### config.mk
export PLATFORM = sky130hd
export DESIGN_NAME = barrel_unrotator_seq_flat
export DESIGN_NICKNAME = d
export VERILOG_FILES = /design/src/rtl/barrel_unrotator_seq_if.sv /design/src/rtl/barrel_unrotator_seq.sv /design/src/flat_wrapper.sv
export SDC_FILE = /design/constraint.sdc
export NUM_CORES = 1
export LEC_CHECK = 0
export CAP_MARGIN = 20
export CORE_MARGIN = 4
export CORE_UTILIZATION = 60
export DETAILED_ROUTE_END_ITERATION = 16
export DONT_BUFFER_PORTS = 1
export PLACE_DENSITY = 0.78
export RECOVER_POWER = 50
export SYNTH_ARGS = -nofsm -noshare
export SYNTH_HDL_FRONTEND = slang
export SYNTH_SLANG_ARGS = --single-unit
export TNS_END_PERCENT = 1
### constraint.sdc
create_clock -name clk -period 2.2 [get_ports clk]
set_input_delay 0.11 -clock clk [delete_from_list [all_inputs] [get_ports clk]]
set_output_delay 0.11 -clock clk [all_outputs]
set_load 0.005 [all_outputs]
### src/rtl/barrel_unrotator_seq_if.sv
// Request/result handshake bundle for the sequential barrel un-rotator.
// The producer and consumer side both live on the master modport.
interface barrel_unrotator_seq_if #(
    parameter int WIDTH = 8,
    parameter int AMT_W = 3
);
    logic             inValid;
    logic             inReady;
    logic [WIDTH-1:0] shiftedNum;
    logic [AMT_W-1:0] amt;
    logic             lr;
    logic             outValid;
    logic             outReady;
    logic [WIDTH-1:0] num;

    modport master (
        output inValid,
        input  inReady,
        output shiftedNum,
        output amt,
        output lr,
        input  outValid,
        output outReady,
        input  num
    );

    modport slave (
        input  inValid,
        output inReady,
        input  shiftedNum,
        input  amt,
        input  lr,
        output outValid,
        input  outReady,
        output num
    );
endinterface

### src/rtl/barrel_unrotator_seq.sv
// Restores an operand that was rotated by amt in direction lr, undoing the
// rotation one bit position per clock and holding the result until taken.
module barrel_unrotator_seq #(
    parameter int WIDTH = 8,
    parameter int AMT_W = 3
) (
    input logic                   clk,
    input logic                   reset,
    barrel_unrotator_seq_if.slave bus
);
    localparam logic [1:0] S_IDLE  = 2'd0;
    localparam logic [1:0] S_SHIFT = 2'd1;
    localparam logic [1:0] S_DONE  = 2'd2;

    logic [1:0]       state_q, state_d;
    logic [WIDTH-1:0] num_q, num_d;
    logic [AMT_W-1:0] cnt_q, cnt_d;
    logic             lr_q, lr_d;

    always_comb begin
        state_d = state_q;
        num_d   = num_q;
        cnt_d   = cnt_q;
        lr_d    = lr_q;
        case (state_q)
            S_IDLE: begin
                if (bus.inValid) begin
                    num_d   = bus.shiftedNum;
                    cnt_d   = bus.amt;
                    lr_d    = bus.lr;
                    state_d = (bus.amt == '0) ? S_DONE : S_SHIFT;
                end
            end
            S_SHIFT: begin
                // Undo the original direction: left rotations are reversed by rotating right.
                if (lr_q)
                    num_d = {num_q[WIDTH-2:0], num_q[WIDTH-1]};
                else
                    num_d = {num_q[0], num_q[WIDTH-1:1]};
                cnt_d = cnt_q - 1'b1;
                if (cnt_q == AMT_W'(1))
                    state_d = S_DONE;
            end
            S_DONE: begin
                if (bus.outReady)
                    state_d = S_IDLE;
            end
            default: state_d = S_IDLE;
        endcase
    end

    always_ff @(posedge clk) begin
        if (reset) begin
            state_q <= S_IDLE;
            num_q   <= '0;
            cnt_q   <= '0;
            lr_q    <= 1'b0;
        end else begin
            state_q <= state_d;
            num_q   <= num_d;
            cnt_q   <= cnt_d;
            lr_q    <= lr_d;
        end
    end

    assign bus.inReady  = (state_q == S_IDLE) && !reset;
    assign bus.outValid = (state_q == S_DONE);
    assign bus.num      = num_q;
endmodule

### src/flat_wrapper.sv
// flat-port wrapper written by rule: the top's interface ports become plain ports
module barrel_unrotator_seq_flat 
#(
    parameter int WIDTH = 8,
    parameter int AMT_W = 3
)
  (clk, reset, bus_inValid, bus_inReady, bus_shiftedNum, bus_amt, bus_lr, bus_outValid, bus_outReady, bus_num);
  barrel_unrotator_seq_if #(.WIDTH(WIDTH), .AMT_W(AMT_W)) bus_i ();
  input logic clk;
  input logic reset;
  input wire logic [$bits(bus_i.inValid)-1:0] bus_inValid;
  output wire logic [$bits(bus_i.inReady)-1:0] bus_inReady;
  input wire logic [$bits(bus_i.shiftedNum)-1:0] bus_shiftedNum;
  input wire logic [$bits(bus_i.amt)-1:0] bus_amt;
  input wire logic [$bits(bus_i.lr)-1:0] bus_lr;
  output wire logic [$bits(bus_i.outValid)-1:0] bus_outValid;
  input wire logic [$bits(bus_i.outReady)-1:0] bus_outReady;
  output wire logic [$bits(bus_i.num)-1:0] bus_num;
  assign bus_i.inValid = bus_inValid;
  assign bus_inReady = bus_i.inReady;
  assign bus_i.shiftedNum = bus_shiftedNum;
  assign bus_i.amt = bus_amt;
  assign bus_i.lr = bus_lr;
  assign bus_outValid = bus_i.outValid;
  assign bus_i.outReady = bus_outReady;
  assign bus_num = bus_i.num;
  barrel_unrotator_seq #(.WIDTH(WIDTH), .AMT_W(AMT_W)) u_core (.clk(clk), .reset(reset), .bus(bus_i));
endmodule
---- Word level (Yosys, flattened, before mapping) ----
Index checks and enable logic that the tools add are counted.
storage, ports and cells
  output and inout port bits .............. 10
  register bits ........................... 14
  input port bits ......................... 16
cells by class
  add/sub/neg operators ................... 1
  muxes and demuxes ....................... 10
  equality and inequality tests ........... 6
  reductions and logical operators ........ 8
operators by type and width
  kind                                                                     number
  8-bit 2-to-1 mux                                                         2
  8-bit case mux with 2 select lines                                       1
  2-bit 2-to-1 mux                                                         4
  2-bit case mux with 3 select lines                                       1
  3-bit case mux with 2 select lines                                       1
  2-bit by 1-bit inequality test with 1-bit output, second input constant  2
  2-bit AND reduction                                                      2
  3-bit by 1-bit equality test with 1-bit output, second input constant    1
  3-bit zero test                                                          1
  3-bit 2-to-1 mux                                                         1
  3-bit AND reduction                                                      1
  3-bit by 1-bit subtractor with 3-bit output, second input constant       1
  2-bit by 1-bit equality test with 1-bit output, second input constant    1
  2-bit equality test, second input constant                               1
  2-bit zero test                                                          1
  2-bit inequality test, second input constant                             1
  2-bit nonzero test                                                       1
  1-bit logical AND                                                        1
  1-bit zero test                                                          1

---- Longest topological paths before layout ----
Gate-level depths: netlist (run 1).
  depth after elaboration ................. 4
  mapped depth ............................ 5
  gate-level depth less buffers ........... 5

---- Worst setup path after synthesis (run 1) ----
No wires, ideal clock.
  kind .................................... register to register
  start ................................... reg u_core.state_q[0]
  end ..................................... reg u_core.num_q[0], in the netlist u_core.bus.num[0]
  required time ........................... 2.083 ns
  library setup time ...................... 0.117 ns
  path slack .............................. 1.017 ns
  path buffers ............................ 2
  cell stages (with the launch flop) ...... 6
  data arrival time ....................... 1.066 ns
  period minus slack after synthesis ...... 1.183 ns
  cells stage by stage .................... dfxtp_1 -> buf_6 -> nor2b_4 -> buf_6 -> or2_0 -> a32o_1
between the ends
  longest elaborated chain between the ends .. 3
RTL lines
  item                                                                               RTL line                    RTL
  start: declaration                                                                 barrel_unrotator_seq.sv:15  logic [1:0] state_q, state_d;
  start signal: assignment                                                           barrel_unrotator_seq.sv:59  state_q <= state_d;
  2-bit by 1-bit equality test with 1-bit output or 2-bit zero test (tied branches)  barrel_unrotator_seq.sv:25  case (state_q)
  2-bit nonzero test (no source line) or 2-bit inequality test (tied branches)       -
  2-bit AND reduction (no source line)                                               -
  end signal: assignment                                                             barrel_unrotator_seq.sv:60  num_q <= num_d;
  end: declaration                                                                   barrel_unrotator_seq.sv:16  logic [WIDTH-1:0] num_q, num_d;
Several ways; a longest one is shown, not always the timed one.
A chain may end at the register's enable or synchronous reset.

---- Worst setup path after layout (run 1) ----
  start ................................... reg u_core.state_q[1]
  end ..................................... reg u_core.lr_q
between the ends
  longest elaborated chain between the ends .. 2
RTL lines
  item                                  RTL line                    RTL
  2-bit zero test                       barrel_unrotator_seq.sv:25
  2-bit AND reduction (no source line)  -
  end signal: assignment                barrel_unrotator_seq.sv:62  lr_q <= lr_d;
  end: declaration                      barrel_unrotator_seq.sv:18  logic lr_q, lr_d;
No other way between the ends.

==> results of run 1 <==
-- synthesized netlist by cell type (2+ instances only) --
master	n	area, um^2
dfxtp_1	14	280.3
buf_2	3	15.01
nor2_1	3	11.26
mux2i_1	9	90.09
ha_1	2	25.02
buf_6	2	22.52
a32o_1	9	90.09
nand3b_1	2	15.01
nor2b_1	3	18.77
inv_1	3	11.26
nand2_1	11	41.29
or2_0	9	56.30
nor3_1	2	10.01
nor3b_1	2	15.01
-- cells in the final DEF, fill, tap and decap left out, types with 2 or more instances in the layout --
cell type      Yosys  routed
ha_1               2       2
clkbuf_4           0       3
a32o_1             9       9
nand2_1           11      11
mux2i_1            9       9
inv_1              3       3
nor3_1             2       2
nor2b_1            3       3
dlygate4sd3_1      0       2
nand3b_1           2       2
dfxtp_1           14      14
nor3b_1            2       3
or2_0              9       9
nor2_1             3       3
-- area by class of cell --
cell class	count	area, um^2	share of cell area [%]
multi-input combinational	64	475.5	56.46
inverter	3	11.26	1.337
clock buffer	4	36.28	4.309
timing repair buffer	2	20.02	2.377
sequential	14	280.3	33.28
tap	15	18.77	2.229
-- sequential cells by signal, summed over array words and instances, names as in the netlist --
signal and cells:
u_core.bus.num 8, u_core.cnt_q 3, u_core.lr_q 1, u_core.state_q 2
-- path summary, 6_finish.rpt --
kind                endpoint  slack, ns  cells after the start         startpoint
max              u_core.lr_q       0.83                      3  u_core.state_q[1]
max reg2reg      u_core.lr_q       0.83                      3  u_core.state_q[1]
min          u_core.cnt_q[2]       0.03                      2         bus_amt[2]
min reg2reg  u_core.cnt_q[1]       0.47                      1    u_core.cnt_q[1]
-- stage by stage --
step                instance area, um^2  std cells  hold WS [ns]  total power, uW
CTS                               847.1        102       0.02021            642.6
detailed placement                790.8         96        0.1834            450.3
floorplan                         822.0         88        0.2572            439.8
global placement                  790.8         96        0.1819            446.4
global route                      842.1        102       0.02701            670.3
finish                            842.1        102       0.02682            634.4
-- routing by layer --
layer | share of wire [%] | vias to the layer above | wire, um
met4 | 2.2 | 0 | 34
met3 | 6.8 | 5 | 106
met1 | 50 | 290 | 790
li1 | - | 318 | -
met5 | 0 | - | 0
met2 | 41 | 22 | 634
-- power breakdown --
| group | internal, uW | total, uW | switching, uW |
|---|---|---|---|
| Sequential | 283 | 323 | 40.3 |
| Combinational | 66.2 | 124 | 57.8 |
| Clock | 101 | 187 | 86.6 |
| Total | 450 | 634 | 185 |
-- critical path, stage by stage (launching register included) --
cell     delay [ns]
dfxtp_1        0.44
nor3b_1        0.53
mux2i_1        0.24
nor2_1         0.05
-- logic make-up after synthesis --
family	synth area share [%]
flip-flops	34.09
buffers and inverters	7.457
adder cells (fa/ha/maj)	3.044
AO/OA/AOI/OAI	17.05
multiplexers	10.96
AND/OR/NAND/NOR	27.40
==> flow_summary.json, run 1 <==
{
  "status": "finished, final reports clean",
  "avgRoutedWirePerCell_um": 15.34,
  "finalCriticalPeriod_ns": 1.373,
  "path_clk_slew_ns": 0.09,
  "maxSlewHeadroom_pct": 62.42,
  "synth_seq_area_share_pct": 34.09,
  "cts_sinks": 14,
  "busiest_layer": "met2",
  "cts_tree": "yes",
  "initialDrtViolationCount": 9,
  "grt_pass1_vias": 572,
  "dpl.hpwl_um": 1131,
  "grt_usage_pct": 16.38,
  "power_density_nw_per_um2": 753.4,
  "grt_pass1_wl_um": 2401,
  "post-place-ws_ns": 0.8462,
  "clock_skew_ns": 0.001096,
  "totalWireLength_um": 1565,
  "netlist_area_um2": 822.0,
  "start_util_pct": 63.17,
  "ys.warnings.count": 0,
  "clock.fmax_ghz": 0.7283,
  "setup_tns_ns": 0,
  "h-tree-depth": 1,
  "cp.required_ns": 2.38,
  "grt_max_degree": 21,
  "ys.flop_type": "dfxtp_1",
  "die_x_um": 45.02,
  "crit_type": "register to register",
  "diodes": 0,
  "dieArea_um2": 2026,
  "critPathMaxFanout": 11,
  "peakVddDrop_mv": 0.4691,
  "hold_path_class": "input pin to register",
  "synth-seq-cells": 14,
  "syn2layout_area_growth_pct": 2.435,
  "overflow": 0,
  "gp_congestion": 0.7836,
  "vias_per_cell": 6.225,
  "synth.net_count": 106,
  "drcViolationCount": 0,
  "cts-root-buf": "clkbuf_4",
  "finalCritPeriodShare_pct": 62.41,
  "cts_hold_buf": 2,
  "worst_pin_slew_ns": 0.5624,
  "antenna_found_initial": 0,
  "grt_util_met1_pct": 22.68,
  "firstDrtPassIters": 4,
  "portBuffers": 0,
  "drv_cap": 0,
  "drv_slew": 0,
  "fillCellCount": 118,
  "final_util_pct": 64.71,
  "async_flop_share_pct": 0,
  "arrival_ns": 1.55,
  "cp-start-kind": "register",
  "finalHoldViolations": 0,
  "drive_gt1_share_pct": 6.897,
  "postRouteAntennaNets": 0,
  "power_leakage_uw": 0.0002977,
  "numCtsBuffers": 3,
  "final_nets": 106,
  "crit_path_end_kind": "register",
  "cts_resized": 0,
  "timing.final.ws_setup_ns": 0.8270,
  "insertion_delay_ns": 0.28,
  "synth_edf_count": 0,
  "num_io_pins": 26,
  "clockBufferDepth": 2,
  "setup_viol_count_final": 0,
  "avgSynthCellArea_um2": 9.341,
  "cts_setup_buffers": 0,
  "route.vias.total": 635,
  "yosys.cell_types.count": 28,
  "use_met3_pct": 4.382,
  "use_met2_pct": 22.88,
  "row_count": 13,
  "die_h_um": 45.02,
  "syn_inst": 88,
  "core_area_um2": 1301,
  "rsz0062_at_grt": "false"
}
No activity file was read; power rests on OpenSTA's default activity.
==> inputs of run 2 (changes only) <==
CORE_UTILIZATION = 59   (was 60)
PLACE_DENSITY = 0.77   (was 0.78)
clock period = 1.4 ns   (was 2.2 ns; I/O delays follow)
==> run 2 against run 1 <==
  * Fmax up 5.4%
  * Clock power up 65%
  * Hold slack better by 0.0044 ns
  * Clock skew up 0.0047 ns
  * Clock-buffer cell count unchanged
  * Sequential share of layout area down 1.3 points
  * Wire length up 16%
  * Total power up 62%
  * Cell count up 3.9%
  * First-iteration DRC count up 89%
==> flow_summary.json, run 2 (synthesis results as in run 1) <==
{
  "drv_slew": 0,
  "cts_tree": "yes",
  "hold_path_class": "input pin to register",
  "grt_max_degree": 21,
  "antenna_found_initial": 0,
  "setup_tns_ns": 0,
  "cts_resized": 0,
  "overflow": 0,
  "finalCritPeriodShare_pct": 93.07,
  "peakVddDrop_mv": 0.7426,
  "portBuffers": 0,
  "row_count": 13,
  "cp.required_ns": 1.58,
  "status": "finished, final reports clean",
  "dieArea_um2": 2054,
  "gp_congestion": 0.7846,
  "p_switching_uw": 313.3,
  "cts-root-buf": "clkbuf_4",
  "r2r_cells": 4,
  "power_density_nw_per_um2": 1174,
  "arrival_ns": 1.48,
  "grt_pass1_vias": 610,
  "final_common_cell": "dfxtp_1",
  "avgRoutedWirePerCell_um": 17.08,
  "critPathMaxFanout": 6,
  "num_io_pins": 26,
  "final_nets": 110,
  "worst_pin_slew_ns": 0.3854,
  "start_util_pct": 63.17,
  "drv_cap": 0,
  "dp_cells": 99,
  "totalWireLength_um": 1810,
  "pwr-share-seq_pct": 48.2,
  "drive_gt1_share_pct": 9.890,
  "grt_pass1_wl_um": 2815,
  "switching_share_pct": 30.46,
  "cp-start-kind": "register",
  "p_comb_share_pct": 21.8,
  "clkPwrFrac_pct": 30.0,
  "postPlaceCellArea_um2": 813.3,
  "die_x_um": 45.33,
  "cts_sinks": 14,
  "intPower_uw": 715.3,
  "h-tree-depth": 1,
  "fin_area_um2": 875.8,
  "cts_setup_buffers": 0,
  "crit_path_end_kind": "register",
  "die_h_um": 45.33,
  "grt_usage_pct": 19.90,
  "instances_no_fill": 106,
  "clock.fmax_ghz": 0.7675,
  "setup_viol_count_final": 0,
  "initialDrtViolationCount": 17,
  "finalCriticalPeriod_ns": 1.303,
  "dpl.hpwl_um": 1132,
  "fillCellCount": 100,
  "clockBufferDepth": 2,
  "power_leakage_uw": 0.0003167,
  "largest_reg_flops": 8,
  "vias_per_cell": 6.236,
  "cts_hold_buf": 3,
  "maxSlewHeadroom_pct": 74.25,
  "numCtsBuffers": 3,
  "diodes": 0,
  "final_cell_mix": "dfxtp_1 (14), nand2_1 (11), mux2i_1 (9), or2_0 (9), a32o_1 (9)",
  "path_clk_slew_ns": 0.09,
  "finalHoldViolations": 0,
  "holdPathStages": 2,
  "route.vias.total": 661,
  "syn2layout_area_growth_pct": 6.545,
  "crit_type": "register to register",
  "postRouteAntennaNets": 0,
  "firstDrtPassIters": 4,
  "clock_skew_ns": 0.005804,
  "core_area_um2": 1301,
  "insertion_delay_ns": 0.30,
  "rsz0062_at_grt": "false",
  "drcViolationCount": 0,
  "final_util_pct": 67.31
}
[run 2: power by group through the flow]
| stage | registers [uW] | clock network [uW] | logic [uW] |
|---|---|---|---|
| after floorplan | 488 | 0 | 203 |
| after global placement | 503 | 0 | 208 |
| after detailed placement | 505 | 0 | 213 |
| after CTS | 495 | 309 | 222 |
| after global routing | 502 | 328 | 252 |
| final | 496 | 309 | 224 |
[run 2: through the flow]
step / total power, uW / setup slack [ns] / hold WS (ns)
floorplan: 691.1 / 0.2169 / 0.2172
global placement: 711.3 / 0.1976 / 0.1444
detailed placement: 717.5 / 0.1752 / 0.1432
CTS: 1026 / 0.1552 / 0.03547
global route: 1083 / 0.03030 / 0.03269
finish: 1029 / 0.09701 / 0.03123
[run 2: per-layer routing]
layer | global-route usage, % | wire length [um]
met1 | 23.66 | 749
met2 | 29.10 | 844
met3 | 9.562 | 161
met4 | 11.11 | 54
met5 | 0 | 0
[run 2: worst paths after layout]
path                                         from                end  slack, ns
worst min-delay path            bus_shiftedNum[2]  u_core.bus.num[2]       0.03
worst min register to register    u_core.cnt_q[1]    u_core.cnt_q[1]       0.48
worst max register to register  u_core.state_q[1]    u_core.cnt_q[0]        0.1
worst max-delay path            u_core.state_q[1]    u_core.cnt_q[0]        0.1
[run 2: final cells by class]
cell class	instances	area (um^2)	share of cell area, %
flip-flops and latches	14	280.3	32.00
clock buffers	4	36.28	4.143
repair buffers	6	48.80	5.571
inverters	3	11.26	1.286
multi-input cells	64	480.5	54.86
well taps	15	18.77	2.143
[run 2: worst max-delay path: stages (launching register included)]
cell     delay, ns
dfxtp_1       0.50
buf_4         0.21
and3b_1       0.20
o21ai_1       0.18
a31oi_1       0.10
==> inputs of run 3 (changes only) <==
CORE_UTILIZATION = 51   (was 59)
GPL_ROUTABILITY_DRIVEN = 1   (was unset)
PLACE_DENSITY = 0.68   (was 0.77)
==> run 3 against run 2 <==
  * Register-to-register slack improved by 0.11 ns
  * Sequential power fell by 0.8%
  * Fmax increased by 8.8%
  * Critical path depth shrank 1
  * Combinational power is essentially flat
  * Sequential share of layout area rose by 0.42 points
  * Largest power group unchanged
==> flow_summary.json, run 3 (synthesis results as in run 1) <==
{
  "setup_viol_count_final": 0,
  "totalWireLength_um": 1644,
  "h-tree-depth": 1,
  "dpl.hpwl_um": 1184,
  "fin_area_um2": 864.6,
  "route.vias.total": 630,
  "vias_per_cell": 5.943,
  "hold_path_class": "input pin to register",
  "grt_pass1_vias": 574,
  "grt_pass1_wl_um": 2615,
  "timing.final.ws_setup_ns": 0.2025,
  "finalCriticalPeriod_ns": 1.197,
  "cp-start-kind": "register",
  "gp_congestion": 0.7993,
  "fillCellCount": 148,
  "initialDrtViolationCount": 7,
  "overflow": 0,
  "avgRoutedWirePerCell_um": 15.51,
  "clock_skew_ns": 0.002849,
  "antenna_found_initial": 0,
  "rsz0062_at_grt": "false",
  "row_count": 14,
  "crit_type": "register to register",
  "syn2layout_area_growth_pct": 5.175,
  "portBuffers": 0,
  "start_util_pct": 54.57,
  "finalCritPeriodShare_pct": 85.54,
  "insertion_delay_ns": 0.27,
  "clockBufferDepth": 2,
  "core_area_um2": 1506,
  "dieArea_um2": 2318,
  "cts_setup_buffers": 0,
  "firstDrtPassIters": 4,
  "cts_sinks": 14,
  "worst_pin_slew_ns": 0.3906,
  "numCtsBuffers": 3,
  "maxSlewHeadroom_pct": 73.88,
  "drv_cap": 0,
  "drcViolationCount": 0,
  "drive_gt1_share_pct": 11.11,
  "power_density_nw_per_um2": 1081,
  "final_nets": 110,
  "path_clk_slew_ns": 0.08,
  "final_common_cell": "dfxtp_1",
  "cts-root-buf": "clkbuf_4",
  "power_leakage_uw": 0.0003148,
  "die_x_um": 48.15,
  "final_cell_mix": "dfxtp_1 (14), nand2_1 (11), mux2i_1 (9), or2_0 (9), a32o_1 (9)",
  "holdWs_ns": 0.003898,
  "critPathMaxFanout": 20,
  "finalHoldViolations": 0,
  "post-place-ws_ns": 0.1953,
  "setup_tns_ns": 0,
  "postPlaceCellArea_um2": 822.0,
  "postRouteAntennaNets": 0,
  "cts_tree": "yes",
  "cp.required_ns": 1.57,
  "status": "finished, final reports clean",
  "grt_usage_pct": 16.30,
  "peakVddDrop_mv": 0.6182,
  "crit_path_end_kind": "register",
  "largest_reg_flops": 8,
  "drv_slew": 0,
  "diodes": 0,
  "grt_max_degree": 21,
  "arrival_ns": 1.36,
  "clock.fmax_ghz": 0.8351,
  "num_io_pins": 26,
  "die_h_um": 48.15
}
==> run 3: cell types whose count changed in the layout (fill, tap and decap cells not counted), sizes merged <==
| cell | previous run | this run |
|---|---|---|
| dlygate4sd3 | 3 | 2 |
| clkbuf | 5 | 3 |
| buf | 2 | 4 |
==> run 3: worst paths after layout <==
check                                       start              end  slack (ns)  depth (start not counted)
worst max-delay path            u_core.state_q[0]  u_core.cnt_q[1]        0.20                          3
worst min-delay path                   bus_amt[2]  u_core.cnt_q[2]       0.004                          2
worst max register to register  u_core.state_q[0]  u_core.cnt_q[1]        0.20                          3
worst min register to register    u_core.cnt_q[1]  u_core.cnt_q[1]        0.49                          1
==> run 3: power by group <==
group	internal, uW	leakage [uW]	switching [uW]
clock	99.5	0.0000138	121
sequential	444	0.000116	47.5
combinational	114	0.000185	109
total	658	0.000315	277
==> run 3: layout make-up <==
cell class / instances / area, um^2 / area share, %
Clock buffer: 3 / 22.52 / 2.605
Inverter: 3 / 11.26 / 1.302
Multi-Input combinational cell: 64 / 480.5 / 55.57
Sequential cell: 14 / 280.3 / 32.42
Tap cell: 16 / 20.02 / 2.315
Timing Repair Buffer: 6 / 50.05 / 5.789
==> run 3: timing repair <==
action | 4_1_cts | 5_1_grt
endpoints found under the setup margin | 0 | 0
hold endpoints to repair | 5 | 0
resized for setup | 0 | 0
hold buffers | 2 | 0
==> run 3: critical path: stages, from the launching register on <==
cell and delay (ns):
dfxtp_1 0.35, nor2b_4 0.38, nand2_1 0.10, a32o_1 0.26
==> run 3: routing by layer <==
metal | vias to the layer above | share of wire, % | track usage (%)
met5 | - | 0 | 0
met4 | 0 | 0 | 4.839
met3 | 0 | 8.6 | 5.904
met2 | 19 | 46 | 20.83
met1 | 292 | 45 | 24.89
li1 | 319 | - | -
==> run 3: through the flow <==
step                total power, uW  util (%)  std cells
floorplan                     691.1         -         88
global placement              713.9     54.57        101
detailed placement            719.9     54.57        101
CTS                           948.6     57.39        106
global route                   1008     57.39        106
finish                        934.9     57.39        106
